===== src/rtl/io_handshake_unit.sv =====
// -----------------------------------------------------------------------------
// io_handshake_unit
// Peripheral-side responder for the control unit's IN/OUT handshake.
//
// The confirm key is synchronised and debounced. A clean press completes a
// pending request. For IN, the switches are captured into dado_in. For OUT,
// the register value is latched onto display_val when the request is seen.
// enter then stays high until the key is released.
//
// Optional build macro: IO_SIGN_EXT_EN
//   Defined   : dado_in sign-extends sw_data from bit SW_W-1.
//   Undefined : dado_in zero-extends sw_data.
//
// Ports:
//   clk          system clock, all state updates on posedge
//   reset        asynchronous, active-high reset
//   controleIN   control unit requests an input word (level)
//   controleOUT  control unit requests an output word (level)
//   sw_data      raw board switches (quasi-static)
//   key_raw      raw confirm key, active-low, asynchronous
//   dado_out     register-bank value to display
//   enter        handshake level back to the control unit
//   dado_in      captured input word for the register write mux
//   display_val  latched output word for the display driver
//   wait_in      LED, input awaited
//   wait_out     LED, output awaited
// -----------------------------------------------------------------------------
module io_handshake_unit #(
   parameter int DATA_W       = 32,
   parameter int SW_W         = 16,
   parameter int DEBOUNCE_CYC = 50000
) (
   input  logic              clk,
   input  logic              reset,
   input  logic              controleIN,
   input  logic              controleOUT,
   input  logic [SW_W-1:0]   sw_data,
   input  logic              key_raw,
   input  logic [DATA_W-1:0] dado_out,
   output logic              enter,
   output logic [DATA_W-1:0] dado_in,
   output logic [DATA_W-1:0] display_val,
   output logic              wait_in,
   output logic              wait_out
);

   localparam int              CNT_W   = $clog2(DEBOUNCE_CYC);
   localparam logic [CNT_W-1:0] CNT_MAX = CNT_W'(DEBOUNCE_CYC - 1);

   typedef enum logic [1:0] {
      S_IDLE,
      S_WAIT_IN,
      S_WAIT_OUT,
      S_WAIT_REL
   } state_t;

   // Key conditioning
   logic             r_sync1;
   logic             r_sync2;
   logic             r_key_stable;
   logic             r_key_prev;
   logic [CNT_W-1:0] r_db_cnt;
   logic             w_pressed_sync;
   logic             w_press_edge;
   logic             w_release_edge;

   // Handshake state and outputs
   state_t            r_state;
   logic              r_enter;
   logic              r_wait_in;
   logic              r_wait_out;
   logic [DATA_W-1:0] r_dado_in;
   logic [DATA_W-1:0] r_display_val;

   state_t            w_state_next;
   logic              w_enter_next;
   logic              w_wait_in_next;
   logic              w_wait_out_next;
   logic [DATA_W-1:0] w_dado_in_next;
   logic [DATA_W-1:0] w_display_next;
   logic [DATA_W-1:0] w_sw_ext;

   // The key is active-low, so the synchronisers idle high ("released").
   assign w_pressed_sync = ~r_sync2;
   assign w_press_edge   =  r_key_stable & ~r_key_prev;
   assign w_release_edge = ~r_key_stable &  r_key_prev;

   always_ff @(posedge clk or posedge reset) begin
      if (reset) begin
         r_sync1      <= 1'b1;
         r_sync2      <= 1'b1;
         r_key_stable <= 1'b0;
         r_key_prev   <= 1'b0;
         r_db_cnt     <= '0;
      end else begin
         r_sync1    <= key_raw;
         r_sync2    <= r_sync1;
         r_key_prev <= r_key_stable;
         // Any return to agreement restarts the count, so a glitch shorter
         // than DEBOUNCE_CYC cycles never reaches key_stable.
         if (w_pressed_sync != r_key_stable) begin
            if (r_db_cnt == CNT_MAX) begin
               r_key_stable <= w_pressed_sync;
               r_db_cnt     <= '0;
            end else begin
               r_db_cnt <= r_db_cnt + CNT_W'(1);
            end
         end else begin
            r_db_cnt <= '0;
         end
      end
   end

   // Extend the switch word to the datapath width.
   always_comb begin
`ifdef IO_SIGN_EXT_EN
      w_sw_ext = {DATA_W{sw_data[SW_W-1]}};
`else
      w_sw_ext = '0;
`endif
      w_sw_ext[SW_W-1:0] = sw_data;
   end

   always_comb begin
      w_state_next   = r_state;
      w_enter_next   = r_enter;
      w_dado_in_next = r_dado_in;
      w_display_next = r_display_val;
      case (r_state)
         S_IDLE: begin
            // A press seen here is dropped. A key already held when a
            // request arrives therefore needs a release and a fresh press.
            w_enter_next = 1'b0;
            if (controleIN) begin
               w_state_next = S_WAIT_IN;
            end else if (controleOUT) begin
               w_state_next   = S_WAIT_OUT;
               w_display_next = dado_out;
            end
         end
         S_WAIT_IN: begin
            if (!controleIN) begin
               w_state_next = S_IDLE;
            end else if (w_press_edge) begin
               w_dado_in_next = w_sw_ext;
               w_enter_next   = 1'b1;
               w_state_next   = S_WAIT_REL;
            end
         end
         S_WAIT_OUT: begin
            if (!controleOUT) begin
               w_state_next = S_IDLE;
            end else if (w_press_edge) begin
               w_enter_next = 1'b1;
               w_state_next = S_WAIT_REL;
            end
         end
         S_WAIT_REL: begin
            // The request line is ignored here. Only the release matters.
            if (w_release_edge) begin
               w_enter_next = 1'b0;
               w_state_next = S_IDLE;
            end
         end
         default: begin
            w_state_next = S_IDLE;
            w_enter_next = 1'b0;
         end
      endcase
      // The LEDs follow the next state, so they are registered alongside it.
      w_wait_in_next  = (w_state_next == S_WAIT_IN);
      w_wait_out_next = (w_state_next == S_WAIT_OUT);
   end

   always_ff @(posedge clk or posedge reset) begin
      if (reset) begin
         r_state       <= S_IDLE;
         r_enter       <= 1'b0;
         r_wait_in     <= 1'b0;
         r_wait_out    <= 1'b0;
         r_dado_in     <= '0;
         r_display_val <= '0;
      end else begin
         r_state       <= w_state_next;
         r_enter       <= w_enter_next;
         r_wait_in     <= w_wait_in_next;
         r_wait_out    <= w_wait_out_next;
         r_dado_in     <= w_dado_in_next;
         r_display_val <= w_display_next;
      end
   end

   assign enter       = r_enter;
   assign wait_in     = r_wait_in;
   assign wait_out    = r_wait_out;
   assign dado_in     = r_dado_in;
   assign display_val = r_display_val;

endmodule


===== config.mk =====
export PLATFORM = sky130hd
export DESIGN_NAME = io_handshake_unit
export DESIGN_NICKNAME = d
export VERILOG_FILES = /design/src/rtl/io_handshake_unit.sv
export SDC_FILE = /design/constraint.sdc
export NUM_CORES = 1
export LEC_CHECK = 0
export CAP_MARGIN = 0
export CORE_ASPECT_RATIO = 2
export CORE_MARGIN = 1
export CORE_UTILIZATION = 60
export DETAILED_ROUTE_END_ITERATION = 6
export DONT_BUFFER_PORTS = 1
export GPL_TIMING_DRIVEN = 1
export PLACE_DENSITY = 0.76
export RECOVER_POWER = 50
export SLEW_MARGIN = 20
export SYNTH_ARGS = -nofsm -noshare
export SYNTH_HDL_FRONTEND = slang
export SYNTH_SLANG_ARGS = --single-unit

===== constraint.sdc =====
create_clock -name clk -period 5.25 [get_ports clk]
set_input_delay 0.7875 -clock clk [delete_from_list [all_inputs] [get_ports clk]]
set_output_delay 0.7875 -clock clk [all_outputs]
set_load 0.01 [all_outputs]

; Word level (Yosys, flattened, before mapping)
; Index checks and enable logic that the tools add are counted.
[op_classes]
bitwise = 6
n_addsub = 1
mux = 14
n_eq_ne = 10
n_reduce_logical = 5
[ops]
columns = op, n
row1 = two-way mux 16 bit, 2
row2 = "adder 16 x 1 -> 16 bit, second input constant", 1
row3 = "== test 16 bit, second input constant", 1
row4 = two-way mux 2 bit, 6
row5 = AND reduction 3 bit, 3
row6 = case mux 2 bit (4 select lines), 1
row7 = "== test 2 bit, second input constant", 3
row8 = "!= test 2 bit, second input constant", 3
row9 = "== test 2 x 1 -> 1 bit, second input constant", 2
row10 = two-way mux 1 bit, 4
row11 = inverter 1 bit, 4
row12 = case mux 1 bit (4 select lines), 1
row13 = bitwise AND 1 bit, 2
row14 = zero test 2 bit, 1
row15 = AND reduction 2 bit, 1
row16 = != test 1 bit, 1
[totals]
input_bits = 53
ff_bits = 73
word_cells = 47
output_inout_bits = 67

; Depth between registers and ports, before layout
; Gate-level depths: netlist of the first run.
[logic_depth]
word_depth = 6
depth_mapped = 6
ltp_nobuf = 6

; Least setup slack after synthesis of the first run
; OpenSTA, ideal clock, no wires.
[synth_timing]
path_type = input to register
from = input controleIN
to = register r_display_val[10], in the netlist display_val[10]
setup_time_ps = 125
path_buffers = 1
arrival_ps = 1663
setup_slack_ps = 3462
required_time_ps = 5125
path_stages = 4
cell_sequence = inv_1 -> nand3_1 -> clkbuf_1 -> mux2_2
[synth_via]
elab_chain_len = 2
[synth_lines]
columns = item, line_no
row1 = "start, declared", 35  ; input logic controleIN,
row2 = inverter 1 bit (no source line), --
row3 = AND reduction 3 bit (no source line), --
row4 = "end signal, assigned", 189  ; r_display_val <= w_display_next;
row5 = "end, declared", 73  ; logic [DATA_W-1:0] r_display_val;
; Every way passes these cells.
; A chain may end at the register's enable or synchronous reset.

; Final worst setup path of the first run
[layout_timing]
from = register r_state[0]
to = register r_display_val[8], in the netlist display_val[8]
[layout_via]
elab_chain_len = 2
[layout_lines]
columns = item, line_no
row1 = "start, declared", 68  ; state_t r_state;
row2 = "start signal, assigned", 184  ; r_state <= w_state_next;
row3 = zero test 2 bit, 129  ; case (r_state)
row4 = AND reduction 3 bit (no source line), --
; Every way passes these cells.

==> impl_metrics.tcl, run 1 <==
set metrics [dict create \
    timing.max_cap.violations 0 \
    wl_per_cell_um 17.7 \
    power-per-cell-area_mw_per_mm2 453 \
    final_layout_size_suffix_gt1_share_pct 27.0 \
    tritoncts_clock_tree "built" \
    die_footprint_mm2 0.00554 \
    timing.final.max_slew_violations 0 \
    synthCells 240 \
    worst-r2r-setup-slack_ps 3230 \
    drt-initial-drc-count 45 \
    grt_max_degree 74 \
    totalNegativeSetupSlack_ps 0 \
    ctsResizeCount 0 \
    wl_um 5470 \
    worst_pin_slew_ps 877 \
    crit_path_start_kind "flop" \
    synth-edff-count 0 \
    initial_utilization_pct 63.3 \
    cts_root_buffer "sky130_fd_sc_hd__clkbuf_8" \
    relSlewSlack_pct 41.5 \
    setup_repair_after_global_routing_missed_its_margin "no" \
    setup-violations-final 0 \
    layout_min_cycle_time_ps 2020 \
    power.leakage_uw 0.00151 \
    clk_transition_reported_paths_ps 70 \
    post-route-util_pct 66.9 \
    post_cts_buffers 0 \
    buffer_ports.inserted 0 \
    worst_path_max_delay_cell "sky130_fd_sc_hd__dfrtp_1" \
    die_width_um 53.1 \
    max_stage_delay_ps 440 \
    detail_route.drc_violations 0 \
    post_drt_via_cell_ratio 5.93 \
    ant_nets 0 \
    detailed_route_via_count 1833 \
    post-place-ws_ps 3130 \
    final-hold-violation-count 0 \
    maximum_achievable_frequency_ghz 0.496 \
    gr-usage-all-layers_pct 22.6 \
    arrival_ps 2240 \
    clk_path_buf_depth 2 \
    antennaDiodeCount 0 \
    syn_to_final_growth_pct 5.66 \
    ys_types 36 \
    cp_data_required_time_ps 5480 \
    synthFlopType "sky130_fd_sc_hd__dfrtp_1" \
    grt_pass1_vias 1840 \
    yosysWarningCount 0 \
    die_height_um 104 \
    design.core.area_mm2 0.00495 \
    endpoint_kind "flop" \
    synth_async_sr_flop_share_pct 100 \
    cp.buffers_inverters 2 \
    pin_count 120 \
    dpl_cell_area_mm2 0.00314 \
    path_cells "inv_1 -> ha_1 -> nand3_1 -> buf_4 -> mux2_2" \
    hold_path_class "reg2reg" \
    rows 36 \
    sinks_on_the_clock_net 73 \
    detailedPlacementHpwl_um 3970 \
    finClkSkew_ps 8.34 \
    num-nets-final 306 \
    routabilityCongestion 0.865 \
    post_synth.cell_area_avg_um2 13.1 \
    yosys_register_bits 73 \
    p_total_uw 1500 \
    holdBufCountCts 0 \
    mostFrequentLayoutCell "sky130_fd_sc_hd__dfrtp_1" \
    cts_inserted_buffers 9 \
    timing.final.ws_setup_ps 3230 \
    irDropWorstVdd_mv 0.382 \
    crit_family "buffers and inverters" \
    cts_htree_levels 3 \
    highest_count_cells_in_the_layout_ignoring_fill_and_taps "sky130_fd_sc_hd__dfrtp_1, sky130_fd_sc_hd__mux2_2, sky130_fd_sc_hd__nor2_1, sky130_fd_sc_hd__conb_1, sky130_fd_sc_hd__xnor2_1" \
    grt_antenna_before_repair 0 \
    number_of_detailed_route_iterations_in_the_first_pass 5 \
    run_status "complete, no violations" \
    grt_first_pass_wirelength_um 8920 \
    synth_sequential_area_ratio_pct 58.3 \
    final.period_utilization_pct 38.4 \
    fin_area_mm2 0.00331 \
    grt.overflow.total 0 \
    worst-path-max-fanout 22 \
    crit_path_category "reg2reg" \
    mappedNetlistArea_mm2 0.00314 \
    clock_latency_ps 340 \
]
[area by class of cell]
type	count	area, µm²
clock buffers	14	163
clock inverters	2	12.5
fillers	381	1640
inverters	10	37.5
multi-input cells	151	1190
flip-flops and latches	73	1830
well taps	57	71.3
repair buffers	2	15.0
[registers in the layout (all words and copies together), names as in the netlist, 2 cells and up]
register and flops:
r_state 2, r_db_cnt 16, display_val 32, dado_in 16
[through the flow]
step,hold WS [ps],std cells
floorplan,345,255
global placement,346,293
detailed placement,349,293
CTS,359,309
global route,365,309
finish,358,309
[path summary, 6_finish.rpt]
kind,depth (start not counted),to,start
max in group asynchronous,2,r_db_cnt[14],reset
min in group asynchronous,2,display_val[27],reset
min,0,r_sync2,r_sync1
max reg2reg,5,display_val[8],r_state[0]
max,5,display_val[8],r_state[0]
min reg2reg,0,r_sync2,r_sync1
[cell families after synthesis]
logic type / count (synthesis) / synth area share [%]
AOI/OAI and AO/OA: 14 / 2.95
xor gates and xnor gates: 14 / 3.91
adders and majority gates: 6 / 2.39
buffers and inverters: 31 / 5.66
DFF: 73 / 58.3
muxes: 48 / 17.2
other: 1 / 0.120
and+or+nand+nor: 53 / 9.41
[power by group]
part | total, µW | leakage [µW] | internal (µW) | switching [µW]
combinational | 245 | 0.000482 | 140 | 105
clock | 387 | 0.0000867 | 197 | 190
sequential | 870 | 0.000938 | 704 | 165
total | 1500 | 0.00151 | 1040 | 460
[cell usage after synthesis (2+ instances only)]
master	count	area share, %
sky130_fd_sc_hd__nor4bb_1	2	0.64
sky130_fd_sc_hd__nand3_1	5	0.80
sky130_fd_sc_hd__dfstp_2	2	1.7
sky130_fd_sc_hd__dfrtp_1	71	57
sky130_fd_sc_hd__o31ai_1	2	0.48
sky130_fd_sc_hd__a21oi_1	5	0.80
sky130_fd_sc_hd__xnor2_1	13	3.6
sky130_fd_sc_hd__clkbuf_1	2	0.24
sky130_fd_sc_hd__ha_1	6	2.4
sky130_fd_sc_hd__o21ai_0	3	0.48
sky130_fd_sc_hd__nor3_1	4	0.64
sky130_fd_sc_hd__nand4_1	3	0.60
sky130_fd_sc_hd__nor4_1	3	0.60
sky130_fd_sc_hd__buf_1	2	0.24
sky130_fd_sc_hd__nand2_1	6	0.72
sky130_fd_sc_hd__inv_1	10	1.2
sky130_fd_sc_hd__nor2b_1	5	1.0
sky130_fd_sc_hd__nor2_1	16	1.9
sky130_fd_sc_hd__mux2_2	48	17
sky130_fd_sc_hd__buf_4	16	3.8
[metal layers]
layer / vias up / global-route usage [%] / wire length [µm]
met4: 0 / 13.3 / 228
met5: - / 0 / 0
met1: 918 / 24.8 / 1900
met3: 20 / 7.31 / 339
li1: 814 / - / -
met2: 81 / 36.4 / 3000
Note: power is estimated with default switching activity, not from simulation.
==> run 2: changes to the inputs <==
--- a/config.mk
+++ b/config.mk
@@ -8,11 +8,11 @@
 export CAP_MARGIN = 0
 export CORE_ASPECT_RATIO = 2
 export CORE_MARGIN = 1
-export CORE_UTILIZATION = 60
+export CORE_UTILIZATION = 56
 export DETAILED_ROUTE_END_ITERATION = 6
 export DONT_BUFFER_PORTS = 1
 export GPL_TIMING_DRIVEN = 1
-export PLACE_DENSITY = 0.76
+export PLACE_DENSITY = 0.74
 export RECOVER_POWER = 50
 export SLEW_MARGIN = 20
 export SYNTH_ARGS = -nofsm -noshare
==> constraint.sdc (replaced) <==
create_clock -name clk -period 1.8 [get_ports clk]
set_input_delay 0.27 -clock clk [delete_from_list [all_inputs] [get_ports clk]]
set_output_delay 0.27 -clock clk [all_outputs]
set_load 0.01 [all_outputs]
==> impl_metrics.tcl, run 2 (synthesis results as in run 1) <==
set metrics [dict create \
    run_status "complete, no violations" \
    placedCellCount 302 \
    num-nets-final 315 \
    die_height_um 108 \
    buffer_ports.inserted 0 \
    design.core.area_mm2 0.00542 \
    detailedPlacementHpwl_um 3980 \
    initial_utilization_pct 57.9 \
    worst-r2r-setup-slack_ps 120 \
    drt-initial-drc-count 27 \
    hold_path.startpoint "dado_out[3]" \
    max_stage_delay_ps 420 \
    timing.final.max_slew_violations 0 \
    wl_per_cell_um 16.6 \
    largest_register_ff_count 32 \
    setup-violations-final 0 \
    worst_pin_slew_ps 853 \
    layout_min_cycle_time_ps 1680 \
    routabilityCongestion 0.841 \
    ant_nets 0 \
    timing.reg2reg.worst_path_depth 6 \
    cp_data_required_time_ps 2070 \
    syn_to_final_growth_pct 8.62 \
    hold_path_class "in2reg" \
    endpoint_kind "flop" \
    clk_transition_reported_paths_ps 70 \
    power.leakage_uw 0.00155 \
    die_footprint_mm2 0.00592 \
    highest_count_cells_in_the_layout_ignoring_fill_and_taps "sky130_fd_sc_hd__dfrtp_1, sky130_fd_sc_hd__mux2_2, sky130_fd_sc_hd__nor2_1, sky130_fd_sc_hd__conb_1, sky130_fd_sc_hd__xnor2_1" \
    clk_path_buf_depth 2 \
    gr-usage-all-layers_pct 19.8 \
    worst_hold_path.num_cells 1 \
    detail_route.drc_violations 0 \
    crit_path_category "reg2reg" \
    grt_max_degree 55 \
    worst-path-max-fanout 5 \
    pin_count 120 \
    arrival_ps 1960 \
    cts_root_buffer "sky130_fd_sc_hd__clkbuf_8" \
    timing.rr.start "r_state[0]" \
    irDropWorstVdd_mv 1.18 \
    number_of_detailed_route_iterations_in_the_first_pass 4 \
    timing.critical_path.mode_cell "sky130_fd_sc_hd__nor2b_1" \
    path_cells "inv_1 -> ha_1 -> nor2b_1 -> nor2b_1 -> o31ai_1 -> nor2b_1" \
    mostFrequentLayoutCell "sky130_fd_sc_hd__dfrtp_1" \
    r2r-end "wait_in" \
    final_layout_size_suffix_gt1_share_pct 30.0 \
    rows 38 \
    power-per-cell-area_mw_per_mm2 1280 \
    post_layout_nonfiller_instances 320 \
    setup_repair_after_global_routing_missed_its_margin "no" \
    finClkSkew_ps 7.14 \
    timing.max_cap.violations 0 \
    post-place-ws_ps 4.26 \
    holdPathEnd "display_val[3]" \
    final-hold-violation-count 0 \
    timing.final.ws_setup_ps 117 \
    p_total_uw 4350 \
    worst_path_max_delay_cell "sky130_fd_sc_hd__dfrtp_1" \
    antennaDiodeCount 0 \
    grt_first_pass_wirelength_um 8070 \
    die_width_um 54.9 \
    totalNegativeSetupSlack_ps 0 \
    sinks_on_the_clock_net 73 \
    grt_pass1_vias 1741 \
    grt_antenna_before_repair 0 \
    final.period_utilization_pct 93.5 \
    crit_path_start_kind "flop" \
    clock_latency_ps 340 \
    grt.overflow.total 0 \
    detailed_route_via_count 1804 \
    relSlewSlack_pct 42.8 \
    tritoncts_clock_tree "built" \
    cts_inserted_buffers 9 \
    maximum_achievable_frequency_ghz 0.594 \
    post_drt_via_cell_ratio 5.64 \
    cts_htree_levels 3 \
    wl_um 5310 \
]
-- run 2: worst max path at each step --
stage	startpoint	endpoint	slack (ps)	cells after the start
6_report	r_state[0]	wait_in	120	6
5_1_grt	r_state[1]	wait_in	4	6
4_1_cts	r_state[0]	wait_in	80	7
3_5_place_dp	r_state[0]	wait_in	4	7
3_3_place_gp	r_state[1]	wait_in	120	7
2_1_floorplan	r_state[0]	display_val[10]	170	5
-- run 2: routing by layer --
metal  GRT usage [%]  routed length (µm)  vias to the layer above
met2            33.0                3100                       65
met5               0                   0                        -
li1                -                   -                      822
met3            6.64                 265                       16
met4            13.6                 203                        0
met1            19.2                1750                      901
-- run 2: layout make-up --
cell class	instances	area, µm²
fillers	449	2010
flip-flops and latches	73	1830
multi-input cells	151	1200
clock buffers	12	145
repair buffers	11	104
well taps	60	75.1
inverters	10	38.8
clock inverters	3	17.5
-- run 2: metrics by stage --
| stage | instance area, µm² | hold slack, ps | util, % |
|---|---|---|---|
| 3_3_place_gp | 3220 | 174 | 59.3 |
| 4_1_cts | 3400 | 53.3 | 62.7 |
| 6_report | 3410 | 75.8 | 62.9 |
| 2_1_floorplan | 3200 | 274 | - |
| 5_1_grt | 3410 | 54.9 | 62.9 |
| 3_5_place_dp | 3220 | 178 | 59.3 |
-- run 2: worst max-delay path, delay by kind of cell (launching register included) --
family	cells	cell delay (ps)
buffers and inverters	1	110
and+or+nand+nor	3	460
DFF	1	420
adders and majority gates	1	260
AOI/OAI and AO/OA	1	380
-- run 2: power breakdown --
part / total (µW) / switching [µW] / internal (µW)
Sequential: 2520 / 461 / 2060
Clock: 1070 / 543 / 526
Combinational: 761 / 328 / 433
Total: 4350 / 1330 / 3010
-- run 2: what timing repair did --
| action | in CTS | in global routing |
|---|---|---|
| setup buffers | 0 | 1 |
| pin swaps | 0 | 0 |
| gates resized for setup | 1 | 2 |
| gates cloned | 0 | 0 |
| hold buffers | 2 | 0 |
| endpoints found under the hold margin | 18 | 0 |
| endpoints found under the setup margin | 2 | 2 |
==> run 3: changes to the inputs <==
--- a/config.mk
+++ b/config.mk
@@ -7,12 +7,12 @@
 export LEC_CHECK = 0
 export CAP_MARGIN = 0
 export CORE_ASPECT_RATIO = 2
-export CORE_MARGIN = 1
-export CORE_UTILIZATION = 56
+export CORE_UTILIZATION = 59
+export CTS_BUF_LIST = sky130_fd_sc_hd__clkbuf_4 sky130_fd_sc_hd__clkbuf_8
 export DETAILED_ROUTE_END_ITERATION = 6
 export DONT_BUFFER_PORTS = 1
 export GPL_TIMING_DRIVEN = 1
-export PLACE_DENSITY = 0.74
+export PLACE_DENSITY = 0.78
 export RECOVER_POWER = 50
 export SLEW_MARGIN = 20
 export SYNTH_ARGS = -nofsm -noshare
==> impl_metrics.tcl, run 3 (synthesis results as in run 1) <==
set metrics [dict create \
    run_status "complete, no violations" \
    peak_usage_layer_in_the_global_routing_report "met2" \
    wl_um 5410 \
    grt_max_degree 43 \
    tritoncts_clock_tree "built" \
    setup-violations-final 0 \
    highest_count_cells_in_the_layout_ignoring_fill_and_taps "sky130_fd_sc_hd__dfrtp_1, sky130_fd_sc_hd__mux2_2, sky130_fd_sc_hd__nor2_1, sky130_fd_sc_hd__conb_1, sky130_fd_sc_hd__xnor2_1" \
    buffer_ports.inserted 0 \
    timing.max_cap.violations 0 \
    endpoint_kind "flop" \
    largest_register_ff_count 32 \
    post-route-util_pct 66.9 \
    post_cts_buffers 0 \
    number_of_filler_cells_placed_in_the_layout 378 \
    finClkSkew_ps 6.05 \
    detail_route.drc_violations 0 \
    totalNegativeSetupSlack_ps 0 \
    path_cells "nand3_2 -> or3_4 -> or4_1 -> a21oi_1" \
    met1_usage_pct 22.1 \
    grt.overflow.total 0 \
    final.period_utilization_pct 95.2 \
    initial_utilization_pct 61.0 \
    relSlewSlack_pct 34.2 \
    clk_transition_reported_paths_ps 70 \
    detailed_route_via_count 1835 \
    final-hold-violation-count 0 \
    grt.met3_usage_pct 6.11 \
    timing.final.max_slew_violations 0 \
    grt_use_met2_pct 37.4 \
    syn_to_final_growth_pct 9.65 \
    grt_first_pass_wirelength_um 8590 \
    crit_path_category "reg2reg" \
    clock_latency_ps 340 \
    maximum_achievable_frequency_ghz 0.584 \
    cts_root_buffer "sky130_fd_sc_hd__clkbuf_8" \
    clk_path_buf_depth 2 \
    die_footprint_mm2 0.00563 \
    grt_antenna_before_repair 0 \
    worst_path_max_delay_cell "sky130_fd_sc_hd__or4_1" \
    rows 37 \
    worst-path-max-fanout 6 \
    number_of_detailed_route_iterations_in_the_first_pass 6 \
    cp_data_required_time_ps 2070 \
    grt_pass1_vias 1856 \
    num-nets-final 315 \
    post-place-ws_ps 116 \
    cts_htree_levels 3 \
    power-per-cell-area_mw_per_mm2 1320 \
    layout_min_cycle_time_ps 1710 \
    crit_path_start_kind "flop" \
    sinks_on_the_clock_net 73 \
    irDropWorstVdd_mv 0.932 \
    mostFrequentLayoutCell "sky130_fd_sc_hd__dfrtp_1" \
    die_width_um 53.6 \
    ant_nets 0 \
    power.leakage_uw 0.00157 \
    drt-initial-drc-count 37 \
    final.hold.worst_slack_ps 76.5 \
    worst_pin_slew_ps 986 \
    antennaDiodeCount 0 \
    gr-usage-all-layers_pct 21.8 \
    post_drt_via_cell_ratio 5.75 \
    wl_per_cell_um 17.0 \
    routabilityCongestion 0.882 \
    max_stage_delay_ps 490 \
    detailedPlacementHpwl_um 4090 \
    timing.final.ws_setup_ps 86.8 \
    setup_repair_after_global_routing_missed_its_margin "no" \
    final_layout_size_suffix_gt1_share_pct 31.0 \
    cts_inserted_buffers 9 \
    die_height_um 105 \
    arrival_ps 1980 \
    design.core.area_mm2 0.00514 \
    pin_count 120 \
    hold_path_class "in2reg" \
]
## run 3: timing repair
action | CTS | global route
setup endpoints to repair | 0 | 3
resized for setup | 0 | 3
endpoints found under the hold margin | 72 | 0
hold buffers | 2 | 0
## run 3: metrics by stage
step	total power, µW	area (µm²)	std cells
after global routing	4810	3440	319
after floorplan	3110	3200	255
after global placement	3270	3220	301
after detailed placement	3340	3220	301
after CTS	4600	3440	319
final	4550	3440	319
## run 3: per-layer routing
metal  part of all wire [%]  vias up
met5                      0        -
met4                    3.0        0
met3                    5.7       17
met2                     58       81
met1                     33      912
li1                       -      825
## run 3: power breakdown
group | total [µW] | internal (µW) | switching (µW)
combinational | 784 | 443 | 341
clock | 1260 | 688 | 568
sequential | 2510 | 2050 | 460
## run 3: worst max-delay path: cells and delay by family (launching register included)
kind / cells / cell delay (ps)
flops: 1 / 460
compound gates: 1 / 150
simple gates: 3 / 1040
## run 3: layout make-up
| type | count | area, µm² | share of cell area, % |
|---|---|---|---|
| clock inverter | 5 | 55.1 | 1.60 |
| sequential | 73 | 1830 | 53.2 |
| inverter | 10 | 38.8 | 1.13 |
| multi-input combinational | 151 | 1190 | 34.6 |
| clock buffer | 11 | 145 | 4.22 |
| tap | 58 | 72.6 | 2.11 |
| timing repair buffer | 11 | 108 | 3.13 |
## run 3: worst paths after layout
check                            startpoint            to  slack, ps  depth (start not counted)
worst max-delay path            r_db_cnt[6]  r_db_cnt[15]         90                          4
worst min-delay path            sw_data[10]   dado_in[10]         80                          1
worst min register to register      r_sync1       r_sync2        370                          0
worst max register to register  r_db_cnt[6]  r_db_cnt[15]         90                          4
min in group asynchronous             reset   r_db_cnt[3]        250                          2
max in group asynchronous             reset         enter        430                          3
